==> config.mk <==
export PLATFORM = sky130hd
export DESIGN_NAME = lcd_frame_sink
export DESIGN_NICKNAME = d
export VERILOG_FILES = /design/src/rtl/lcd_frame_sink_pkg.sv /design/src/rtl/fb_write_fifo.sv /design/src/rtl/lcd_frame_sink.sv
export SDC_FILE = /design/constraint.sdc
export NUM_CORES = 1
export LEC_CHECK = 0
export CAP_MARGIN = 20
export CORE_MARGIN = 4
export CORE_UTILIZATION = 50
export CTS_BUF_LIST = sky130_fd_sc_hd__clkbuf_2
export CTS_CLUSTER_SIZE = 10
export DETAILED_ROUTE_END_ITERATION = 7
export HOLD_SLACK_MARGIN = 0.1
export PLACE_DENSITY = 0.76
export SETUP_SLACK_MARGIN = 0.4
export SKIP_LAST_GASP = 1
export SLEW_MARGIN = 20
export SYNTH_ARGS = -nofsm -noshare
export SYNTH_HDL_FRONTEND = slang
export SYNTH_SLANG_ARGS = --single-unit
export TNS_END_PERCENT = 100
==> constraint.sdc <==
create_clock -name clk_in -period 5.4 [get_ports clk_in]
set_input_delay 0.81 -clock clk_in [delete_from_list [all_inputs] [get_ports clk_in]]
set_output_delay 0.81 -clock clk_in [all_outputs]
set_load 0.005 [all_outputs]
==> src/rtl/lcd_frame_sink_pkg.sv <==
// Shared PPU-side definitions for the LCD frame sink: sink states and the
// default screen geometry with the byte counts derived from it.
package lcd_frame_sink_pkg;

  localparam int LCD_X_MAX          = 160;
  localparam int LCD_Y_MAX          = 144;
  localparam int LCD_BYTES_PER_LINE = LCD_X_MAX / 4;
  localparam int LCD_FRAME_BYTES    = LCD_X_MAX * LCD_Y_MAX / 4;

  typedef enum logic [1:0] {
    DISABLED = 2'd0,
    ACTIVE   = 2'd1,
    DRAIN    = 2'd2
  } lcd_state_e;

endpackage

==> src/rtl/fb_write_fifo.sv <==
// Small FIFO of {address, byte} words with a registered head word; capacity
// counts the head register, so DEPTH words can be held in total.
module fb_write_fifo #(
  parameter int DEPTH = 4,
  parameter int WIDTH = 22
) (
  input  logic             clk,
  input  logic             rst,
  input  logic             flush,
  input  logic             push,
  input  logic [WIDTH-1:0] push_data,
  input  logic             pop,
  output logic [WIDTH-1:0] head_data,
  output logic             head_valid,
  output logic             full,
  output logic             empty
);

  localparam int PW = $clog2(DEPTH);
  localparam int CW = $clog2(DEPTH) + 1;

  logic [WIDTH-1:0] mem [DEPTH];
  logic [PW-1:0]    wr_ptr_reg, rd_ptr_reg;
  logic [CW-1:0]    count_reg;
  logic [WIDTH-1:0] head_data_reg;
  logic             head_valid_reg;
  logic             head_free, mem_has, mem_read, mem_write;

  // The head slot frees up when it is popped or was never filled.
  assign head_free = !head_valid_reg || pop;
  assign mem_has   = count_reg > CW'(head_valid_reg);
  assign mem_read  = head_free && mem_has;
  assign mem_write = push && !(head_free && !mem_has);

  always_ff @(posedge clk) begin
    if (mem_write) begin
      mem[wr_ptr_reg] <= push_data;
    end
  end

  always_ff @(posedge clk or posedge rst) begin
    if (rst) begin
      wr_ptr_reg     <= '0;
      rd_ptr_reg     <= '0;
      count_reg      <= '0;
      head_data_reg  <= '0;
      head_valid_reg <= 1'b0;
    end else if (flush) begin
      wr_ptr_reg     <= '0;
      rd_ptr_reg     <= '0;
      count_reg      <= '0;
      head_valid_reg <= 1'b0;
    end else begin
      if (head_free) begin
        if (mem_read) begin
          head_data_reg  <= mem[rd_ptr_reg];
          head_valid_reg <= 1'b1;
          rd_ptr_reg     <= rd_ptr_reg + PW'(1);
        end else if (push) begin
          head_data_reg  <= push_data;
          head_valid_reg <= 1'b1;
        end else begin
          head_valid_reg <= 1'b0;
        end
      end
      if (mem_write) begin
        wr_ptr_reg <= wr_ptr_reg + PW'(1);
      end
      count_reg <= count_reg + CW'(push) - CW'(pop);
    end
  end

  assign head_data  = head_data_reg;
  assign head_valid = head_valid_reg;
  assign full       = count_reg == CW'(DEPTH);
  assign empty      = count_reg == '0;

endmodule

==> src/rtl/lcd_frame_sink.sv <==
// PPU pixel sink: packs 2-bit shades four per byte into framebuffer writes.
// Define LCD_SINK_DOUBLE_BUFFER_EN to alternate between two framebuffer halves.
module lcd_frame_sink
  import lcd_frame_sink_pkg::*;
#(
  parameter int X_MAX         = LCD_X_MAX,
  parameter int Y_MAX         = LCD_Y_MAX,
  parameter int FIFO_DEPTH    = 4,
  parameter int FB_ADDR_WIDTH = 14
) (
  input  logic                       clk_in,
  input  logic                       rst_in,
  input  logic                       lcd_en_in,
  input  logic                       vblank_in,
  input  logic [1:0]                 pixel_in,
  input  logic                       pixel_valid_in,
  output logic [FB_ADDR_WIDTH-1:0]   fb_addr_out,
  output logic [7:0]                 fb_data_out,
  output logic                       fb_we_out,
  input  logic                       fb_ready_in,
  output logic                       front_buffer_out,
  output logic                       frame_done_out,
  output logic                       error_out,
  output logic [$clog2(X_MAX)-1:0]   x_out,
  output logic [$clog2(Y_MAX)-1:0]   y_out
);

  localparam int XW          = $clog2(X_MAX);
  localparam int YW          = $clog2(Y_MAX);
  localparam int FRAME_BYTES = X_MAX * Y_MAX / 4;

`ifdef LCD_SINK_DOUBLE_BUFFER_EN
  localparam bit DOUBLE_BUFFER = 1'b1;
`else
  localparam bit DOUBLE_BUFFER = 1'b0;
`endif

  localparam logic [FB_ADDR_WIDTH-1:0] BACK_OFFSET =
    DOUBLE_BUFFER ? FB_ADDR_WIDTH'(FRAME_BYTES) : '0;

  // Frames are written into the half not currently shown.
  function automatic logic [FB_ADDR_WIDTH-1:0] back_base(input logic front);
    return front ? '0 : BACK_OFFSET;
  endfunction

  lcd_state_e                state_reg;
  logic [XW-1:0]             x_reg;
  logic [YW-1:0]             y_reg;
  logic [5:0]                packer_reg;
  logic [FB_ADDR_WIDTH-1:0]  byte_addr_reg;
  logic                      vblank_prev_reg, complete_reg, front_reg;
  logic                      frame_done_reg, error_reg;

  logic [FB_ADDR_WIDTH+7:0]  head_word;
  logic                      head_valid, fifo_full, fifo_empty;
  logic                      fifo_push, fifo_pop, byte_done, short_frame;

  assign short_frame = (state_reg == ACTIVE) && vblank_in && !vblank_prev_reg &&
                       ((x_reg != '0) || (y_reg != '0));
  assign byte_done   = (state_reg == ACTIVE) && lcd_en_in && pixel_valid_in &&
                       !short_frame && (x_reg[1:0] == 2'd3);
  assign fifo_pop    = head_valid && fb_ready_in;
  assign fifo_push   = byte_done && (!fifo_full || fifo_pop);

  fb_write_fifo #(
    .DEPTH (FIFO_DEPTH),
    .WIDTH (FB_ADDR_WIDTH + 8)
  ) u_fifo (
    .clk        (clk_in),
    .rst        (rst_in),
    .flush      (!lcd_en_in),
    .push       (fifo_push),
    .push_data  ({byte_addr_reg, pixel_in, packer_reg}),
    .pop        (fifo_pop),
    .head_data  (head_word),
    .head_valid (head_valid),
    .full       (fifo_full),
    .empty      (fifo_empty)
  );

  always_ff @(posedge clk_in or posedge rst_in) begin
    if (rst_in) begin
      state_reg       <= DISABLED;
      x_reg           <= '0;
      y_reg           <= '0;
      packer_reg      <= '0;
      byte_addr_reg   <= '0;
      vblank_prev_reg <= 1'b0;
      complete_reg    <= 1'b0;
      front_reg       <= 1'b0;
      frame_done_reg  <= 1'b0;
      error_reg       <= 1'b0;
    end else begin
      vblank_prev_reg <= vblank_in;
      frame_done_reg  <= 1'b0;
      if (!lcd_en_in) begin
        state_reg     <= DISABLED;
        x_reg         <= '0;
        y_reg         <= '0;
        packer_reg    <= '0;
        byte_addr_reg <= '0;
        complete_reg  <= 1'b0;
        error_reg     <= 1'b0;
      end else begin
        case (state_reg)
          DISABLED: begin
            state_reg     <= ACTIVE;
            x_reg         <= '0;
            y_reg         <= '0;
            packer_reg    <= '0;
            byte_addr_reg <= back_base(front_reg);
          end
          ACTIVE: begin
            if (short_frame) begin
              packer_reg   <= '0;
              error_reg    <= 1'b1;
              complete_reg <= 1'b0;
              state_reg    <= DRAIN;
            end else if (pixel_valid_in) begin
              packer_reg <= {pixel_in, packer_reg[5:2]};
              if (byte_done) begin
                byte_addr_reg <= byte_addr_reg + FB_ADDR_WIDTH'(1);
                if (!fifo_push) error_reg <= 1'b1;
              end
              if (x_reg == XW'(X_MAX - 1)) begin
                x_reg <= '0;
                if (y_reg == YW'(Y_MAX - 1)) begin
                  y_reg        <= '0;
                  complete_reg <= 1'b1;
                  state_reg    <= DRAIN;
                end else begin
                  y_reg <= y_reg + YW'(1);
                end
              end else begin
                x_reg <= x_reg + XW'(1);
              end
            end
          end
          DRAIN: begin
            if (pixel_valid_in) error_reg <= 1'b1;
            // Wait for every queued byte of this frame to be accepted.
            if (fifo_empty) begin
              state_reg    <= ACTIVE;
              x_reg        <= '0;
              y_reg        <= '0;
              packer_reg   <= '0;
              complete_reg <= 1'b0;
              if (complete_reg) begin
                frame_done_reg <= 1'b1;
                front_reg      <= front_reg ^ DOUBLE_BUFFER;
                byte_addr_reg  <= back_base(front_reg ^ DOUBLE_BUFFER);
              end else begin
                byte_addr_reg  <= back_base(front_reg);
              end
            end
          end
          default: state_reg <= DISABLED;
        endcase
      end
    end
  end

  assign fb_addr_out      = head_word[FB_ADDR_WIDTH+7:8];
  assign fb_data_out      = head_word[7:0];
  assign fb_we_out        = head_valid;
  assign front_buffer_out = front_reg;
  assign frame_done_out   = frame_done_reg;
  assign error_out        = error_reg;
  assign x_out            = x_reg;
  assign y_out            = y_reg;

endmodule

==> results by stage <==
Synth:
- The number of cells produced by synthesis is roughly 500.
- The count of flip-flops with a built-in enable after synthesis is 88.
- By instance count, the leading cell after synthesis is sky130_fd_sc_hd__edfxtp_1.
- In this run, synthesis produced a sequential element count of 160.
- The post-synthesis cell type count is 67.
- The cell type with the highest aggregate area in the netlist is sky130_fd_sc_hd__edfxtp_1.
- By count the netlist is led by sky130_fd_sc_hd__edfxtp_1, sky130_fd_sc_hd__dfrtp_1, sky130_fd_sc_hd__mux2_2.
- The async set or reset register ratio after synthesis is 0.4500.
- The synthesis warning total is 0.
- The number of nets in the synthesized netlist is between 500 and 600.
- The post-synthesis instance area is 7197 µm².
- The share of synthesized area occupied by flip-flops and latches is 0.6175.
- The area share of the leading cell type in the synthesized netlist is 0.3672.
- The most used flip-flop cell after synthesis is sky130_fd_sc_hd__edfxtp_1.
- The average instance in the mapped netlist occupies ~15 µm².
- Sorting the synthesized cells by area gives the leading types as sky130_fd_sc_hd__edfxtp_1, sky130_fd_sc_hd__dfrtp_1, sky130_fd_sc_hd__mux2_2.

STA:
- The total count of max-transition violations in the final report is 0.
- The worst-margin pin slew is 1.095 ns.
- The count of final hold-check violations was 0.
- The final count of negative-setup-slack endpoints is 0.
- Of the available clock period, the critical path in the final layout requires 0.5552.
- The smallest clock period supported by the final layout is computed as between 2 and 3 ns.
- For the final routed database, the setup TNS stands at 0 ns.
- Setup repair after global routing left no endpoint under its margin.
- The relative slew slack is 0.2701.
- The clock arrives with slightly below 0.04 ns of skew.
- The maximum achievable frequency is approximately 330 MHz.

Routing:
- In the routed design, unresolved DRC markers number 0.
- The detailed-routing iteration count for the pre-antenna-repair pass is 5.
- The via count is 4430.
- Summed over all layers, the routed wires come to 14150 µm.
- In the final routed layout, each cell accounts on average for around 19 µm.
- The detail route stage leaves a number of antenna-violating nets equal to 0.
- In this run, the number of DRC markers left after iteration 0 of detailed routing was 296.
- After detailed routing, the number of vias per cell comes to around 6.

Setup path:
- The setup path with the least slack is of type in2reg.
- In this run the worst path has a maximum fanout of 22.
- The depth of the worst register-to-register path is 6.
- The origin of the worst setup path is lcd_en_in.
- The startpoint of the worst register-to-register path is y_out[5].
- Data on the critical path arrives at its endpoint at 3.41 ns.
- The nature of the critical path endpoint is a register.
- For the worst setup path, the data required time is approximately 5.8 ns.
- STA classifies the critical path startpoint as an input port.

Global route:
- In the global route stage, overall resource usage came out at 0.1836.
- The sum of overflow across all layers after global routing is 0.
- The via count of the first global-routing pass was between 4000 and 5000.
- Entering global routing, the biggest net connects 39 pins.
- The first-pass GRT wire length is ~23000 µm.
- The initial antenna violation count came to 0.

Power and ir drop:
- The analysis attributes to cell leakage a power of approximately 3.0 nW.
- The fraction of power spent switching nets is 0.3028.
- The worst-case IR drop observed on VDD is about 240 µV.
- Dividing total power by cell area gives a power density of slightly below 400 nW/µm².
- Of the total power, registers draw 0.461.
- In this run the power spent charging and discharging nets is between 0.9 and 1 mW.
- The part of the power in the clock network is 0.224.
- Of the total power, combinational logic draws 0.315.
- The internal power summed over all cells is around 2.3 mW.

Layout:
- The count of cells in the finished layout, fillers not included, comes to between 700 and 800.
- Registers take 4444 µm².
- The flip-flop count of the largest register after layout is ~90.
- The fill cell total of the finished layout is 1128.
- The share of post-route cells with drive strength above 1 is 0.2171.
- The layout overhead on the synthesized area is 13.14%.
- The multi-input combinational cells in the finished layout cover a total of 2581 µm².
- At the end of the flow, the number of nets in the layout was 571.
- 0 antenna diodes ended up in the layout.

Clock tree:
- TritonCTS built the clock tree.
- After clock tree synthesis, the clock-pin slew on the worst setup and hold paths is 0.24 ns.
- The root buffer cell is sky130_fd_sc_hd__clkbuf_2.
- The number of hold buffers added after CTS was 0.
- The number of H-tree branching levels is 4.
- The clock passes through at most 2 buffers.
- The insertion delay of the later-clocked pin in the worst-skew pair is approximately 0.73 ns.
- The clock buffer count from CTS is 17.
- The number of post-CTS setup repair buffers is 0.
- For this design, the sink count on the clock tree is 160.
- In this run, post-CTS repair resized a total of 0 instances.

Placement:
- The HPWL after detailed placement is roughly 9100 µm.
- Counting tap cells, the placed design contains a total of slightly above 700 instances.
- Routability-driven placement finished with a final weighted congestion of slightly below 0.9.
- The number of port buffers is between 40 and 50.

Floorplanning:
- For this configuration, the core starts out at a cell density of 0.5145.
- The number of top-level pins is 50.
- The floorplan has 43 rows.
- The total area inside the core boundary comes to 13990 µm².
- The die covers 16380 µm².
- The chip height is between 100 and 150 µm.
- The die is 128.0 µm wide.

Outcome:
- The flow ran to the end, and the final reports show no timing, DRC or antenna violations.

Min path:
- The class of the tightest hold or removal check is in2async.

Job:
- The number of max-cap violations is 0.
## cells in the final DEF (no fill, tap or decap), drive strengths merged, types with 17 or more instances in the layout
cell type,instances
a21oi,18
clkbuf,19
clkdlybuf4s50,48
dfrtp,72
edfxtp,88
inv,21
mux2,44
mux4,22
nand2,31
nand3,18
nor2,17
## layout make-up
cell class                      instances  area share
Multi-Input combinational cell        295      0.3170
Inverter                               19    0.008758
Sequential cell                       160      0.5458
Tap cell                              180     0.02766
Clock inverter                         13     0.02274
Clock buffer                           19     0.01168
Timing Repair Buffer                   56     0.06638
## critical path, stage by stage
cell                              delay (ns)
sky130_fd_sc_hd__clkdlybuf4s50_1        0.72
sky130_fd_sc_hd__and3b_1                0.49
sky130_fd_sc_hd__nand3_4                0.15
sky130_fd_sc_hd__a21o_1                 0.37
sky130_fd_sc_hd__nor3_1                 0.36
sky130_fd_sc_hd__and2_1                 0.18
sky130_fd_sc_hd__buf_4                  0.31
## routing by layer
metal	wire, µm	GRT usage	up-vias
li1	-	-	2003
met1	6110	0.2440	2270
met2	7053	0.2957	131
met3	695	0.04583	26
met4	289	0.06554	0
met5	0	0	-
## cells by family (layout without fill, tap and decap cells)
group / Yosys count / in the layout / share of synthesized area
xor gates and xnor gates: 4 / 4 / 0.004867
and+or+nand+nor: 122 / 122 / 0.09718
DFF: 160 / 160 / 0.6175
AOI/OAI and AO/OA: 86 / 86 / 0.08919
adders and majority gates: 14 / 14 / 0.02538
buffers and inverters: 40 / 107 / 0.02486
other: 1 / 1 / 0.0005211
muxes: 68 / 68 / 0.1405
## power by group through the flow
stage	sequential, mW	clock (mW)	combinational, mW
floorplan	1.49	0	0.722
global placement	1.51	0	1.01
detailed placement	1.52	0	1.03
CTS	1.49	0.737	1.03
global route	1.51	0.797	1.11
finish	1.49	0.724	1.02
## path summary, 6_finish.rpt
path                               endpoint  slack (ns)
max in group asynchronous      state_reg[1]        3.89
max reg2reg                u_fifo.mem[0][6]        2.63
max                        u_fifo.mem[0][6]        2.40
min in group clk_in               error_out        0.53
min reg2reg                       error_out        0.53
min                                x_out[3]        0.49
## metrics by stage
stage                     utilization  area (µm²)  total power, mW  hold slack (ns)  setup slack, ns
after floorplan                     -        7197            2.209           0.4874            2.678
after detailed placement       0.5621        7863            2.547           0.4834            1.658
after global placement         0.5621        7863            2.525           0.4841            1.781
after global routing           0.5821        8143            3.420           0.4745            2.274
final                          0.5821        8143            3.233           0.4926            2.402
after CTS                      0.5821        8143            3.264           0.5024            2.463
Power figures use the tool's default switching activity.
